==> src/rtl/hazard_controller.sv <==
// Stall/flush sequencer for the 5-stage pipeline: resolves memory waits, multi-cycle
// multiply occupancy, taken branches and load-use hazards, and counts stalls/flushes.
module hazard_controller #(
  parameter int MUL_LATENCY = 4,
  parameter int COUNT_WIDTH = 32
) (
  input  logic                   clk,
  input  logic                   reset,
  input  logic [4:0]             idRs,
  input  logic [4:0]             idRt,
  input  logic                   exMemRead,
  input  logic [4:0]             exRd,
  input  logic                   branchTaken,
  input  logic                   mulStart,
  input  logic                   memReq,
  input  logic                   memReady,
  output logic                   pcStall,
  output logic                   ifIdStall,
  output logic                   ifIdFlush,
  output logic                   idExStall,
  output logic                   idExFlush,
  output logic                   exMemStall,
  output logic                   exMemFlush,
  output logic                   memWbFlush,
  output logic                   mulDone,
  output logic                   busy,
  output logic [COUNT_WIDTH-1:0] stallCycles,
  output logic [COUNT_WIDTH-1:0] flushCount
);

  localparam int CNT_W = (MUL_LATENCY > 2) ? $clog2(MUL_LATENCY) : 1;
  // The first multiply cycle is spent in RUN and the last one raises mulDone.
  localparam logic [CNT_W-1:0] MUL_LOAD = CNT_W'(MUL_LATENCY - 2);

  typedef enum logic {
    RUN      = 1'b0,
    MUL_BUSY = 1'b1
  } state_t;

  state_t           state, state_next;
  logic [CNT_W-1:0] mul_cnt, mul_cnt_next;
  logic             mem_stall;
  logic             load_use;

  assign mem_stall = memReq & ~memReady;
  assign load_use  = exMemRead & (exRd != 5'd0) & ((exRd == idRs) | (exRd == idRt));

  // NOTE: every output and next-state value gets a default first, so no path through
  // the priority chain can leave a signal unassigned and infer a latch.
  always_comb begin
    pcStall      = 1'b0;
    ifIdStall    = 1'b0;
    ifIdFlush    = 1'b0;
    idExStall    = 1'b0;
    idExFlush    = 1'b0;
    exMemStall   = 1'b0;
    exMemFlush   = 1'b0;
    memWbFlush   = 1'b0;
    mulDone      = 1'b0;
    state_next   = state;
    mul_cnt_next = mul_cnt;

    if (!reset) begin
      if (mem_stall) begin
        pcStall    = 1'b1;
        ifIdStall  = 1'b1;
        idExStall  = 1'b1;
        exMemStall = 1'b1;
        memWbFlush = 1'b1;
        // The multiply keeps computing while the memory side is frozen.
        if (mul_cnt != '0) mul_cnt_next = mul_cnt - CNT_W'(1);
      end else if (state == MUL_BUSY) begin
        if (mul_cnt != '0) begin
          pcStall      = 1'b1;
          ifIdStall    = 1'b1;
          idExStall    = 1'b1;
          exMemFlush   = 1'b1;
          mul_cnt_next = mul_cnt - CNT_W'(1);
        end else begin
          mulDone    = 1'b1;
          state_next = RUN;
        end
      end else if (branchTaken) begin
        ifIdFlush = 1'b1;
        idExFlush = 1'b1;
      end else if (mulStart) begin
        pcStall      = 1'b1;
        ifIdStall    = 1'b1;
        idExStall    = 1'b1;
        exMemFlush   = 1'b1;
        mul_cnt_next = MUL_LOAD;
        state_next   = MUL_BUSY;
      end else if (load_use) begin
        pcStall   = 1'b1;
        ifIdStall = 1'b1;
        idExFlush = 1'b1;
      end
    end
  end

  assign busy = (state == MUL_BUSY) & ~reset;

  // NOTE: state registers use non-blocking assignments so every flop samples the
  // pre-edge values of the others.
  always_ff @(posedge clk) begin
    if (reset) begin
      state   <= RUN;
      mul_cnt <= '0;
    end else begin
      state   <= state_next;
      mul_cnt <= mul_cnt_next;
    end
  end

  // Performance counters saturate at all-ones instead of wrapping.
  always_ff @(posedge clk) begin
    if (reset) begin
      stallCycles <= '0;
      flushCount  <= '0;
    end else begin
      if (pcStall && (stallCycles != '1)) stallCycles <= stallCycles + COUNT_WIDTH'(1);
      if (ifIdFlush && (flushCount != '1)) flushCount <= flushCount + COUNT_WIDTH'(1);
    end
  end

endmodule
==> config.mk <==
export PLATFORM = sky130hd
export DESIGN_NAME = hazard_controller
export DESIGN_NICKNAME = d
export VERILOG_FILES = /design/src/rtl/hazard_controller.sv
export SDC_FILE = /design/constraint.sdc
export NUM_CORES = 1
export LEC_CHECK = 0
export CORE_ASPECT_RATIO = 0.7
export CORE_UTILIZATION = 49
export CTS_BUF_LIST = sky130_fd_sc_hd__clkbuf_16
export CTS_CLUSTER_SIZE = 12
export DETAILED_ROUTE_END_ITERATION = 10
export GPL_TIMING_DRIVEN = 0
export PLACE_DENSITY = 0.81
export SLEW_MARGIN = 40
export SYNTH_ARGS = -nofsm -noshare
export SYNTH_HDL_FRONTEND = slang
export SYNTH_SLANG_ARGS = --single-unit
==> constraint.sdc <==
create_clock -name clk -period 2.8 [get_ports clk]
set_clock_uncertainty 0.1 [all_clocks]
set_input_delay 0.56 -clock clk [delete_from_list [all_inputs] [get_ports clk]]
set_output_delay 0.56 -clock clk [all_outputs]
set_load 0.02 [all_outputs]
# [Word level (Yosys, flattened, before mapping)]
# Index checks and enable logic that the tools add are counted.
[word_totals] ramBits=0 mem_bits_ro=0 wordCells=59 inputBits=22 regBits=67 output_inout_bits=74 latchBits=0 n_memories=0
[classes] n_reduce_logical=6 n_lt_le_gt_ge=0 mux=34 n_addsub=3 div_mod_pow=0 bitwise=7 n_shift=0 multipliers=0 eq_ne=5
[op_table] operator="adder 32 x 1 -> 32 bit, second input constant" n=2
[op_table] operator="inequality test 32 bit, second input constant" n=2
[op_table] operator="2-to-1 mux 1 bit" n=29
[op_table] operator="== test 5 bit" n=2
[op_table] operator="2-to-1 mux 2 bit" n=5
[op_table] operator="nonzero test 5 bit" n=1
[op_table] operator="bitwise AND 1 bit" n=4
[op_table] operator="inequality test 3 x 1 -> 1 bit, second input constant" n=1
[op_table] operator="nonzero test 3 bit" n=1
[op_table] operator="logical AND 1 bit" n=2
[op_table] operator="NOT 1 bit" n=2
[op_table] operator="AND reduction 2 bit" n=1
[op_table] operator="nonzero test 2 bit" n=1
[op_table] operator="subtractor 2 x 1 -> 2 bit, second input constant" n=1
[op_table] operator="OR 1 bit" n=1

# [Depth between registers and ports, before layout]
[depth] ltp_word=10 ltp_mapped=9 ltp_nobuf=7

# [Worst setup path after synthesis]
# OpenSTA, ideal clock, no wires.
[synth_path] path_kind="input -> output" start="input port exRd[1]" end="output port pcStall" path_slack_ns=-0.031 cell_stages=6 arrival_ns=2.171 required_ns=2.140 path_cell_list="or4_1 > o2111a_2 > a21oi_4 > clkbuf_1 > inv_1 > buf_4"
[synth_via] elab_chain_cells=9 elab_cells_between_ends=12 classes_between="2 x eq/ne; 6 x mux; 3 x bitwise; 1 x reduce/logical"
[synth_rtl] element="start: declaration" line_no="12" source="input logic [4:0] exRd,"
[synth_rtl] element="== test 5 bit / nonzero test 5 bit (equally long branches)" line_no="46" source="assign load_use = exMemRead & (exRd != 5'd0) & ((exRd == idRs) | (exRd == idRt));"
[synth_rtl] element="OR 1 bit / bitwise AND 1 bit (equally long branches)" line_no="46"
[synth_rtl] element="bitwise AND 1 bit (*)" line_no="46"
[synth_rtl] element="2-to-1 mux 1 bit (*) (6 in series)"
[synth_rtl] element="end: declaration" line_no="17" source="output logic pcStall,"
# Mark *: on every way between the ends. The rest lies on a longest branch, timed or not.

# [Final worst setup path]
[layout_path] start="input port exRd[2]" end="output port pcStall"
[layout_via] elab_chain_cells=9 elab_cells_between_ends=12 classes_between="2 x eq/ne; 6 x mux; 3 x bitwise; 1 x reduce/logical"
[layout_rtl] element="== test 5 bit / nonzero test 5 bit (equally long branches)" line_no="46"
[layout_rtl] element="OR 1 bit / bitwise AND 1 bit (equally long branches)" line_no="46"
[layout_rtl] element="bitwise AND 1 bit (*)" line_no="46"
[layout_rtl] element="2-to-1 mux 1 bit (*)" line_no="93" source="end else if (load_use) begin"
[layout_rtl] element="2-to-1 mux 1 bit (*)" line_no="86" source="end else if (mulStart) begin"
[layout_rtl] element="2-to-1 mux 1 bit (*)" line_no="83" source="end else if (branchTaken) begin"
[layout_rtl] element="2-to-1 mux 1 bit (*)" line_no="72" source="end else if (state == MUL_BUSY) begin"
[layout_rtl] element="2-to-1 mux 1 bit (*)" line_no="64" source="if (mem_stall) begin"
[layout_rtl] element="2-to-1 mux 1 bit (*)" line_no="63" source="if (!reset) begin"
# Marks and branches as above.

==> flow_metrics.tcl <==
set metrics [dict create \
    wl_per_cell_um 16.0 \
    relSlewSlack_pct 56.2 \
    synthTopCellsByCount "dfxtp_1, nor2_1, a21oi_1, xnor2_1, nand2_1" \
    std_cell_rows 25 \
    critical-path-slowest-cell "or4_4" \
    fin_area_mm2 0.00504 \
    power_density_mw_per_mm2 464 \
    holdBufCountCts 0 \
    core_area_mm2 0.00694 \
    p_comb_share_pct 8.0 \
    path_max_fanout 3 \
    rsz0062_at_grt "no" \
    drt_iter0_drc 178 \
    synth-async-reset-ratio_pct 0 \
    ant_nets 0 \
    grt_use_total_pct 28.0 \
    critical_path_required_ns 2.14 \
    drt-pass1-iter-count 5 \
    io_pins 96 \
    area_growth_pct 39.6 \
    gp_congestion 0.895 \
    cpPeakStageDelay_ns 0.54 \
    route.vias.total 3725 \
    routed.top_layer "met4" \
    clockBufferDepth 2 \
    hp-class "reg -> reg" \
    yosys-top-cells-area "dfxtp_1, xnor2_1, a21oi_1" \
    synth-edff-count 0 \
    overflow 0 \
    leakage_nw 1.73 \
    syn-instance-count 432 \
    cp.buffers_inverters 4 \
    yosysWarnings 0 \
    avgSynthCellArea_um2 8.35 \
    critPathKind "in -> out" \
    n_antenna_cell 0 \
    syn_nets 456 \
    fin_nets 567 \
    outcome "finished clean" \
    finalSetupTns_ns 0 \
    dr_wl_met2_um 4680 \
    sequentialPowerShare_pct 41.5 \
    ir_drop_mv 0.297 \
    clock_latency_ns 0.33 \
    setup_viol 0 \
    period_needed_ns 2.73 \
    met1_length_um 4870 \
    cts-buffers-inserted 9 \
    cap_viol_max_count 0 \
    dieArea_mm2 0.00771 \
    drive_above_1_share_pct 10.6 \
    fillers 540 \
    power.internal_mw 1.81 \
    grt_pass1_vias 3477 \
    start_util_pct 51.9 \
    h-tree-depth 3 \
    p_sw_mw 0.524 \
    synth_top_area_share_pct 37.2 \
    grt_first_pass_wirelength_um 17100 \
    placed_cell_area_mm2 0.00467 \
    clk_pin_slew_ns 0.05 \
    viasPerCell 5.80 \
    hpwl_um 7160 \
    fp.dieW_um 105 \
    clockRootBuffer "clkbuf_16" \
    die_h_um 73.8 \
    drv_slew 0 \
    syn_area_mm2 0.00361 \
    finalCritPeriodShare_pct 97.4 \
    power_frac_clock_pct 50.5 \
    power.total_mw 2.33 \
    synth_top_area_cell "dfxtp_1" \
    cts_num_sinks 67 \
    antenna_found_initial 0 \
    portBuffers 94 \
    drt-total-wl_um 10200 \
    worstPathArrival_ns 2.07 \
    end_kind "output pin" \
    cts_tree "built" \
    tightest_slew_ns 0.653 \
    hold_viol 0 \
    fmax_mhz 367 \
    start_kind "input pin" \
    cp_top_family "simple AND/OR/NAND/NOR gates" \
    route.met3.wl_um 593 \
    swShare_pct 22.5 \
    grt_max_degree 12 \
    yosysMostFrequentCell "dfxtp_1" \
    cp_cell_sequence "buf_2 > or4_4 > o2111a_2 > a21oi_4 > inv_2 > buf_4 > buf_6" \
    synth_flop_cell "dfxtp_1" \
    ys_types 54 \
    drc 0 \
    yosys_register_bits 67 \
    synth_seq_area_share_pct 37.2 \
]
## layer usage
metal / vias up / GRT usage [%]
met3: 14 / 5.94
met5: - / 0
met2: 127 / 43.6
met1: 1789 / 38.8
met4: 0 / 8.73
li1: 1795 / -
## state kept, by name, summed over array words and instances (netlist names)
signal       count
flushCount      32
mul_cnt          2
stallCycles     32
state            1
## power by group through the flow
stage / clock [mW] / combinational, mW / sequential (mW)
final: 1.18 / 0.187 / 0.969
after floorplan: 0 / 0.0973 / 0.991
after detailed placement: 0 / 0.180 / 0.989
after CTS: 1.20 / 0.188 / 0.969
after global placement: 0 / 0.177 / 0.989
after global routing: 1.22 / 0.201 / 0.970
## worst min-delay path, cell delays in order (launching register included)
cell and delay, ns:
dfxtp_1 0.33, o21ai_0 0.08, a21oi_1 0.06
## layout by cell type (no fill, tap or decap), types with 6 or more instances in the layout
cell type,Yosys,final
a21oi_1,33,33
and3_1,11,11
and4_1,8,8
buf_2,3,7
buf_4,2,10
clkbuf_1,11,9
clkbuf_16,0,9
clkdlybuf4s50_1,0,77
dfxtp_1,67,67
inv_1,8,8
nand2_1,31,31
nand3_1,25,25
nand4_1,13,13
nor2_1,39,39
nor2b_1,6,6
nor3_1,16,16
o21ai_0,19,19
o31ai_1,9,9
or3_1,23,23
or4_1,11,10
xnor2_1,33,33
## stage by stage
stage                     util (%)  hold slack (ns)  setup slack [ns]  instances
after floorplan                  -            0.371            0.0614        432
after global placement        67.2            0.377             -1.02        620
after detailed placement      67.2            0.395             -1.02        620
after CTS                     72.1            0.407           0.00460        640
after global routing          72.5            0.432           0.00644        642
final                         72.5            0.411            0.0734        642
## final timing paths
path / start / end / slack, ns / depth (start not counted)
max: exRd[2] / pcStall / 0.07 / 7
min: stallCycles[21] / stallCycles[21] / 0.41 / 2
max reg2reg: flushCount[9] / flushCount[7] / 0.20 / 7
min reg2reg: stallCycles[21] / stallCycles[21] / 0.41 / 2
## cell type report
class	instances	area, um^2	share of cell area [%]
tap	94	118	2.34
clock buffer	9	225	4.47
clock inverter	7	83.8	1.66
buffer	19	110	2.19
multi-input combinational	337	2160	42.9
inverter	8	30.0	0.596
sequential	67	1340	26.6
timing repair buffer	101	966	19.2
## cell families (layout without fill, tap and decap cells)
family          Yosys count  in the layout  share of synthesized area, %
fa+ha+maj                 2              2                         0.694
flops                    67             67                          37.2
simple gates            212            212                          33.3
compound gates           80             80                          14.2
buf+inv                  28            144                          3.95
xor+xnor                 38             38                          9.23
mux                       5              5                          1.49
## repair_timing
| action | CTS | global route |
|---|---|---|
| setup buffers | 4 | 3 |
| pin swaps | 5 | 9 |
| endpoints found under the setup margin | 9 | 17 |
| resized for setup | 44 | 10 |
Power figures use the tool's default switching activity.
